$ cat src/rtl/quad_enc_rpm.sv
// x4 quadrature decoder with signed position, direction, illegal-transition flag and windowed RPM.
// Optional glitch filter on the synchronised channels: define QENC_FILTER_EN.
module quad_enc_rpm #(
    parameter int unsigned WINDOW_CYCLES = 50000,
    parameter int unsigned RPM_SCALE     = 30,
    parameter int unsigned CNT_W         = 12,
    parameter int unsigned RPM_W         = 16,
    parameter int unsigned POS_W         = 32,
    parameter int unsigned FILT_LEN      = 4
) (
    input  logic                    clk,
    input  logic                    rst_n,
    input  logic                    enc_a,
    input  logic                    enc_b,
    input  logic                    clr_pos,
    output logic signed [POS_W-1:0] pos,
    output logic                    dir,
    output logic signed [RPM_W-1:0] rpm,
    output logic                    rpm_valid,
    output logic                    err
);

    localparam int unsigned WIN_W   = $clog2(WINDOW_CYCLES);
    localparam int unsigned SCALE_W = $clog2(RPM_SCALE + 1);
    localparam int unsigned PROD_W  = CNT_W + SCALE_W;
    localparam int unsigned EXT_W   = ((PROD_W > RPM_W) ? PROD_W : RPM_W) + 1;

    localparam logic [WIN_W-1:0]        WIN_LAST = WIN_W'(WINDOW_CYCLES - 1);
    localparam logic signed [CNT_W-1:0] CNT_MAX  = {1'b0, {(CNT_W-1){1'b1}}};
    localparam logic signed [CNT_W-1:0] CNT_MIN  = -CNT_MAX;
    localparam logic signed [EXT_W-1:0] RPM_MAX  = {{(EXT_W-RPM_W+1){1'b0}}, {(RPM_W-1){1'b1}}};
    localparam logic signed [EXT_W-1:0] RPM_MIN  = -RPM_MAX;

    if (WINDOW_CYCLES < 2 || FILT_LEN < 1) begin : g_param_check
        $error("quad_enc_rpm: WINDOW_CYCLES must be >= 2 and FILT_LEN >= 1");
    end

    logic [1:0] sync1_q, sync2_q, prev_q, cur;

    always_ff @(posedge clk or negedge rst_n) begin
        if (!rst_n) begin
            sync1_q <= 2'b00;
            sync2_q <= 2'b00;
        end else begin
            sync1_q <= {enc_a, enc_b};
            sync2_q <= sync1_q;
        end
    end

`ifdef QENC_FILTER_EN
    localparam int unsigned FILT_W = $clog2(FILT_LEN + 1);

    // A channel changes only after FILT_LEN consecutive samples disagree with the held value.
    for (genvar i = 0; i < 2; i++) begin : g_filt
        logic [FILT_W-1:0] cnt_q;
        logic              val_q;

        always_ff @(posedge clk or negedge rst_n) begin
            if (!rst_n) begin
                cnt_q <= '0;
                val_q <= 1'b0;
            end else if (sync2_q[i] == val_q) begin
                cnt_q <= '0;
            end else if (cnt_q == FILT_W'(FILT_LEN - 1)) begin
                cnt_q <= '0;
                val_q <= sync2_q[i];
            end else begin
                cnt_q <= cnt_q + FILT_W'(1);
            end
        end

        assign cur[i] = val_q;
    end
`else
    assign cur = sync2_q;
`endif

    logic fwd, rev, bad;

    always_comb begin
        fwd = 1'b0;
        rev = 1'b0;
        bad = 1'b0;
        case ({prev_q, cur})
            4'b0001, 4'b0111, 4'b1110, 4'b1000: fwd = 1'b1;
            4'b0010, 4'b1011, 4'b1101, 4'b0100: rev = 1'b1;
            4'b0011, 4'b1100, 4'b0110, 4'b1001: bad = 1'b1;
            default: ;
        endcase
    end

    logic signed [POS_W-1:0] pos_q, pos_d;
    logic signed [CNT_W-1:0] edge_q, edge_d;
    logic signed [RPM_W-1:0] rpm_q, rpm_d;
    logic [WIN_W-1:0]        win_q, win_d;
    logic                    dir_q, dir_d, err_q, err_d, valid_q, valid_d;

    logic signed [PROD_W-1:0] prod;
    logic signed [EXT_W-1:0]  prod_ext, rpm_sat;

    assign prod     = PROD_W'(edge_q) * $signed(PROD_W'(RPM_SCALE));
    assign prod_ext = EXT_W'(prod);
    assign rpm_sat  = (prod_ext > RPM_MAX) ? RPM_MAX :
                      (prod_ext < RPM_MIN) ? RPM_MIN : prod_ext;

    always_comb begin
        pos_d   = pos_q;
        dir_d   = dir_q;
        err_d   = bad;
        edge_d  = edge_q;
        rpm_d   = rpm_q;
        valid_d = 1'b0;
        win_d   = win_q + WIN_W'(1);

        if (fwd) begin
            pos_d = pos_q + POS_W'(1);
            dir_d = 1'b1;
            if (edge_q != CNT_MAX) edge_d = edge_q + CNT_W'(1);
        end else if (rev) begin
            pos_d = pos_q - POS_W'(1);
            dir_d = 1'b0;
            if (edge_q != CNT_MIN) edge_d = edge_q - CNT_W'(1);
        end

        if (clr_pos) pos_d = '0;

        // The edge decoded on the terminal cycle seeds the next window.
        if (win_q == WIN_LAST) begin
            win_d   = '0;
            valid_d = 1'b1;
            rpm_d   = RPM_W'(rpm_sat);
            edge_d  = fwd ? CNT_W'(1) : (rev ? '1 : '0);
        end
    end

    always_ff @(posedge clk or negedge rst_n) begin
        if (!rst_n) begin
            prev_q  <= 2'b00;
            pos_q   <= '0;
            dir_q   <= 1'b0;
            err_q   <= 1'b0;
            edge_q  <= '0;
            rpm_q   <= '0;
            valid_q <= 1'b0;
            win_q   <= '0;
        end else begin
            prev_q  <= cur;
            pos_q   <= pos_d;
            dir_q   <= dir_d;
            err_q   <= err_d;
            edge_q  <= edge_d;
            rpm_q   <= rpm_d;
            valid_q <= valid_d;
            win_q   <= win_d;
        end
    end

    assign pos       = pos_q;
    assign dir       = dir_q;
    assign rpm       = rpm_q;
    assign rpm_valid = valid_q;
    assign err       = err_q;

endmodule

$ cat config.mk
export PLATFORM = sky130hd
export DESIGN_NAME = quad_enc_rpm
export DESIGN_NICKNAME = d
export VERILOG_FILES = /design/src/rtl/quad_enc_rpm.sv
export SDC_FILE = /design/constraint.sdc
export NUM_CORES = 1
export LEC_CHECK = 0
export ABC_AREA = 1
export BUFFER_PORTS_ARGS = -buffer_cell sky130_fd_sc_hd__buf_2
export CAP_MARGIN = 20
export CORE_MARGIN = 2
export CORE_UTILIZATION = 49
export DETAILED_ROUTE_END_ITERATION = 10
export GPL_ROUTABILITY_DRIVEN = 0
export PLACE_DENSITY_LB_ADDON = 0.3
export SLEW_MARGIN = 10
export SYNTH_ARGS = -nofsm -noshare
export SYNTH_HDL_FRONTEND = slang
export SYNTH_SLANG_ARGS = --single-unit
export TNS_END_PERCENT = 5
$ cat constraint.sdc
create_clock -name clk -period 4.61 [get_ports clk]
set_input_delay 0.6915 -clock clk [delete_from_list [all_inputs] [get_ports clk]]
set_output_delay 0.6915 -clock clk [all_outputs]
set_load 0.01 [all_outputs]
After elaboration in Yosys (flattened, before gate mapping). Cells that the tools add are included.

Flip-flop bits (word level): 85. Latch bits: 0. Memory bits (writable): 0. Bits in read-only memories: 0. Input port bits: 5. Output and inout port bits: 51. Logic and storage cells: 61. Memories: 0.

Add/subtract/negate cells: 5. Multiply operators: 1. Divide/modulo/power cells: 0. $lt $le $gt $ge: 2. Equal/unequal tests: 16. Shifts and indexed selects: 0. Muxes and demuxes: 19. Bitwise logic cells: 0. Reductions and logical operators: 8.

Operators by type and width (count): 32-bit two-way mux (3); 12-bit two-way mux (7); 16-bit two-way mux (3); 32-bit by 2-bit adder with 32-bit output (second input constant) (1); 32-bit by 2-bit subtractor with 32-bit output (second input constant) (1); 4-bit equality test (second input constant) (6); 12-bit != test (second input constant) (2); 17-bit by 16-bit > comparator with 1-bit output (second input constant) (1); 17-bit by 16-bit < comparator with 1-bit output (second input constant) (1); 16-bit by 1-bit adder with 16-bit output (second input constant) (1); 16-bit equality test (second input constant) (1); 12-bit by 5-bit multiplier with 16-bit output (second input constant) (1); 12-bit by 2-bit adder with 12-bit output (second input constant) (1); 4-bit by 3-bit equality test with 1-bit output (second input constant) (3); 4-bit OR reduction (3); 12-bit by 2-bit subtractor with 12-bit output (second input constant) (1); 3-bit nonzero test (3); 4-bit by 2-bit equality test with 1-bit output (second input constant) (2); 1-bit two-way mux (6); 4-bit by 1-bit equality test with 1-bit output (second input constant) (1); 3-bit by 1-bit != test with 1-bit output (second input constant) (1); 3-bit AND reduction (1); 2-bit nonzero test (1).

Logic depth before layout (Yosys ltp).
Depth after elaboration: 6. Mapped depth: 22. Gate-level depth less buffers: 21.

Worst setup path after synthesis. OpenSTA, ideal clock, no wires.

Path kind: register to register. Start point: register edge_q[4]. End point: register rpm_q[13] (netlist: rpm[13]). Setup time: 0.124 ns. Arrival: 3.420 ns. Data required time: 4.486 ns. Path slack: 1.066 ns. Cell stages (with the launch flop): 20. Path buffers: 1. Clock period less this slack: 3.544 ns. Path through: dfrtp_1 inv_1 ha_1 fa_1 inv_1 fa_1 inv_1 ha_1 a21oi_2 nor2_1 nor2_1 nand2_2 nand2_2 nand2_4 xor2_4 nand2_2 inv_2 nor2_2 buf_6 a2bb2oi_2.

Cells in the longest elaborated chain, start to end: 4. Elaborated cells on any way between the ends: 5. Classes of those cells: mul (1); order compare (2); mux (2).

RTL lines: from (decl) (line 93) `logic signed [CNT_W-1:0] edge_q, edge_d;`; from (signal assigned) (line 151) `edge_q <= edge_d;`; 12-bit by 5-bit multiplier with 16-bit output (*) (line 101) `assign prod = PROD_W'(edge_q) * $signed(PROD_W'(RPM_SCALE));`; 17-bit by 16-bit < comparator with 1-bit output (line 104) `(prod_ext < RPM_MIN) ? RPM_MIN : prod_ext;`; 16-bit two-way mux (line 104); 16-bit two-way mux (*) (line 103) `assign rpm_sat = (prod_ext > RPM_MAX) ? RPM_MAX :`; to (signal assigned) (line 152) `rpm_q <= rpm_d;`; to (decl) (line 94) `logic signed [RPM_W-1:0] rpm_q, rpm_d;`.

Mark *: on every way between the ends. The rest lies on a longest branch, timed or not. A chain may end at the register's enable or synchronous reset.

Final worst setup path.
Start point: register edge_q[4]. End point: register rpm_q[4] (netlist: rpm[4]).

Same word-level chain as after synthesis.

==> flow_metrics.py <==
metrics = {
    "outcome": {
        "status": "finished clean",
    },
    "clocking": {
        "numCtsBuffers": 9,
        "cts_setup_buffers": 0,
        "ctsResizeCount": 0,
        "cts_tree": "built",
        "ctsRootBufferMaster": "clkbuf_16",
        "insertion_delay_ns": 0.35,
        "clockBufferDepth": 2,
        "cts-htree-levels": 3,
        "path_clk_slew_ns": 0.06,
        "clock-sinks": 85,
        "hold_buffers": 0,
    },
    "placed_design": {
        "portBuffers": 55,
        "hpwl_mm": 14.45,
    },
    "global_route": {
        "grt_max_degree": 49,
        "grt_pass1_wl_mm": 30.95,
        "antenna_found_initial": 0,
        "overflow": 0,
        "globalRouteTotalUtil_pct": 23.38,
        "first_global_vias": 6500,
    },
    "yosys": {
        "synthArstFlopShare_pct": 100.0,
        "ys_seq_area_share_pct": 28.22,
        "syn-num-nets": 1137,
        "postSynthAreaPerCell_um2": 7.270,
        "synth_common_cells": "254 x nand2_1, 153 x inv_1, 90 x nor2_1, 85 x dfrtp_1, 77 x a21oi_1",
        "synth_flop_cell": "dfrtp_1",
        "synth.distinct_cells": 54,
        "yosys.area.top_type": "dfrtp_1",
        "synth_warnings": 0,
        "synth-edff-count": 0,
        "synthCells": 1037,
        "synth-seq-cells": 85,
        "yosysTopAreaCellShare_pct": 28.22,
        "synth_most_common_cell": "nand2_1",
        "synthTopCellsByArea": "dfrtp_1 28%, nand2_1 13%, ha_1 12%",
        "syn_area_mm2": 0.007538,
    },
    "critical_path": {
        "required_ns": 4.81,
        "critPathLaunchType": "flip-flop",
        "critPathKind": "flip-flop to flip-flop",
        "arrival_ns": 4.42,
        "crit_fanout": 12,
        "end_kind": "flip-flop",
    },
    "cells_and_area": {
        "n_fill_cell": 1486,
        "area_growth_pct": 9.942,
        "n_antenna_cell": 0,
        "final-seq-area_mm2": 0.002127,
        "nets": 1196,
        "layout-drive-gt1-share_pct": 11.36,
        "multi_input_area_mm2": 0.004742,
    },
    "floorplanning": {
        "dieArea_mm2": 0.01639,
        "core_mm2": 0.01509,
        "die_w_um": 128.0,
        "core.rowCount": 45,
        "start_util_pct": 49.96,
        "die_h_um": 128.0,
        "io_pins": 56,
    },
    "sta": {
        "fin_setup_tns_ns": 0,
        "worst_hold_slack_ns": 0.3509,
        "period_share_pct": 91.64,
        "fmax_mhz": 236.7,
        "rsz0062_at_grt": "false",
        "finalSetupViolCount": 0,
        "hold_viol_final": 0,
        "finalCriticalPeriod_ns": 4.224,
        "relSlewSlack_pct": 49.32,
        "skew_ns": 0.009366,
        "maxSlewViolCount": 0,
        "worst_pin_slew_ns": 0.7575,
    },
    "drt": {
        "routed_wl_mm": 18.37,
        "drc_errors": 0,
        "ant_nets": 0,
        "dr.pass1.iters": 5,
        "drtIter0Drc": 406,
        "vias_per_cell": 5.339,
        "wire_per_inst_um": 14.26,
        "vias": 6877,
    },
    "hold_path": {
        "hp-class": "flip-flop to flip-flop",
    },
    "flow_run": {
        "cap_violations": 0,
    },
}
==> kinds of logic (layout without fill, tap and decap cells) <==
kind of cell / after synthesis / in the layout / synth area share [%]
XOR/XNOR: 21 / 21 / 2.689
adder cells (fa/ha/maj): 95 / 95 / 17.96
buffers and inverters: 171 / 234 / 8.913
AND/OR/NAND/NOR: 470 / 470 / 26.99
multiplexers: 1 / 1 / 0.1494
flip-flops: 85 / 85 / 28.22
AO/OA/AOI/OAI: 194 / 194 / 15.09
==> metal layers <==
layer  vias to the layer above  part of all wire [%]  track usage (%)
li1                       3505                     -                -
met4                         0                   1.5            6.658
met3                        23                   4.3            2.379
met5                         -                     0                0
met2                       148                    45            37.65
met1                      3201                    49            33.65
==> worst paths after layout <==
check / start / end / slack [ns] / depth (start not counted)
max in group asynchronous: rst_n / win_q[10]$_DFF_PN0_ / 3.26 / 2
hold / removal: sync1_q[0]$_DFF_PN0_ / cur[0]$_DFF_PN0_ / 0.35 / 0
hold reg to reg: sync1_q[0]$_DFF_PN0_ / cur[0]$_DFF_PN0_ / 0.35 / 0
min in group asynchronous: rst_n / rpm[8]$_DFFE_PN0P_ / 0.38 / 1
setup / recovery: edge_q[4]$_DFFE_PN0P_ / rpm[4]$_DFFE_PN0P_ / 0.39 / 18
setup reg to reg: edge_q[4]$_DFFE_PN0P_ / rpm[4]$_DFFE_PN0P_ / 0.39 / 18
==> area by class of cell <==
type / instances / area share, %
Sequential cell: 85 / 25.66
Clock buffer: 11 / 2.929
Multi-Input combinational cell: 781 / 57.22
Timing Repair Buffer: 61 / 3.895
Tap cell: 188 / 2.838
Clock inverter: 4 / 0.3019
Inverter: 158 / 7.156
==> metrics by stage <==
step	utilization [%]	std cells	area [um2]	setup WS, ns
6_report	54.93	1288	8288	0.3856
5_1_grt	54.93	1288	8288	0.04997
4_1_cts	54.93	1288	8288	0.3936
3_5_place_dp	53.15	1273	8020	0.3987
3_3_place_gp	53.15	1273	8020	0.5139
2_1_floorplan	-	1037	7538	1.066
==> layout by cell type (no fill, tap or decap), drive strengths merged <==
cell type and count:
o21ai 62, nor3b 1, a22oi 11, fa 22, mux2 1, buf 61, and2 2, a31oi 2
nand4 12, or3 1, a21oi 87, clkinv 3, o221ai 1, nor3 15, inv 157, nand3b 6
or4 1, nand2 261, a21boi 3, a2bb2oi 2, a21o 6, o22ai 1, nor4 2, or2 17
clkinvlp 2, xor2 14, nor2 93, o21a 2, a22o 1, o211ai 4, nand3 58, a211oi 2
dfrtp 85, ha 73, clkbuf 11, o31ai 5, xnor2 7, o21bai 4, and3 1, a32o 1
==> critical path, stage by stage, from the launching register on <==
cell and delay, ns:
dfrtp_1 0.46, inv_1 0.14, ha_1 0.33, fa_1 0.50
inv_1 0.05, fa_1 0.49, inv_1 0.04, ha_1 0.35
a21oi_2 0.23, nor2_1 0.06, nor2_1 0.15, nand2_2 0.08
nand2_2 0.08, nand2_4 0.07, xor2_4 0.17, nand2_2 0.07
inv_2 0.06, nor2_2 0.57, a21oi_1 0.16
==> sequential cells by signal (all words and copies together), names as in the netlist <==
name	flops
cur	2
dir	1
edge_q	12
err	1
pos	32
prev_q	2
rpm	16
rpm_valid	1
sync1_q	2
win_q	16
Power is not shown: default switching activity piles up to over one toggle a cycle in this logic, so the estimate is an artifact.
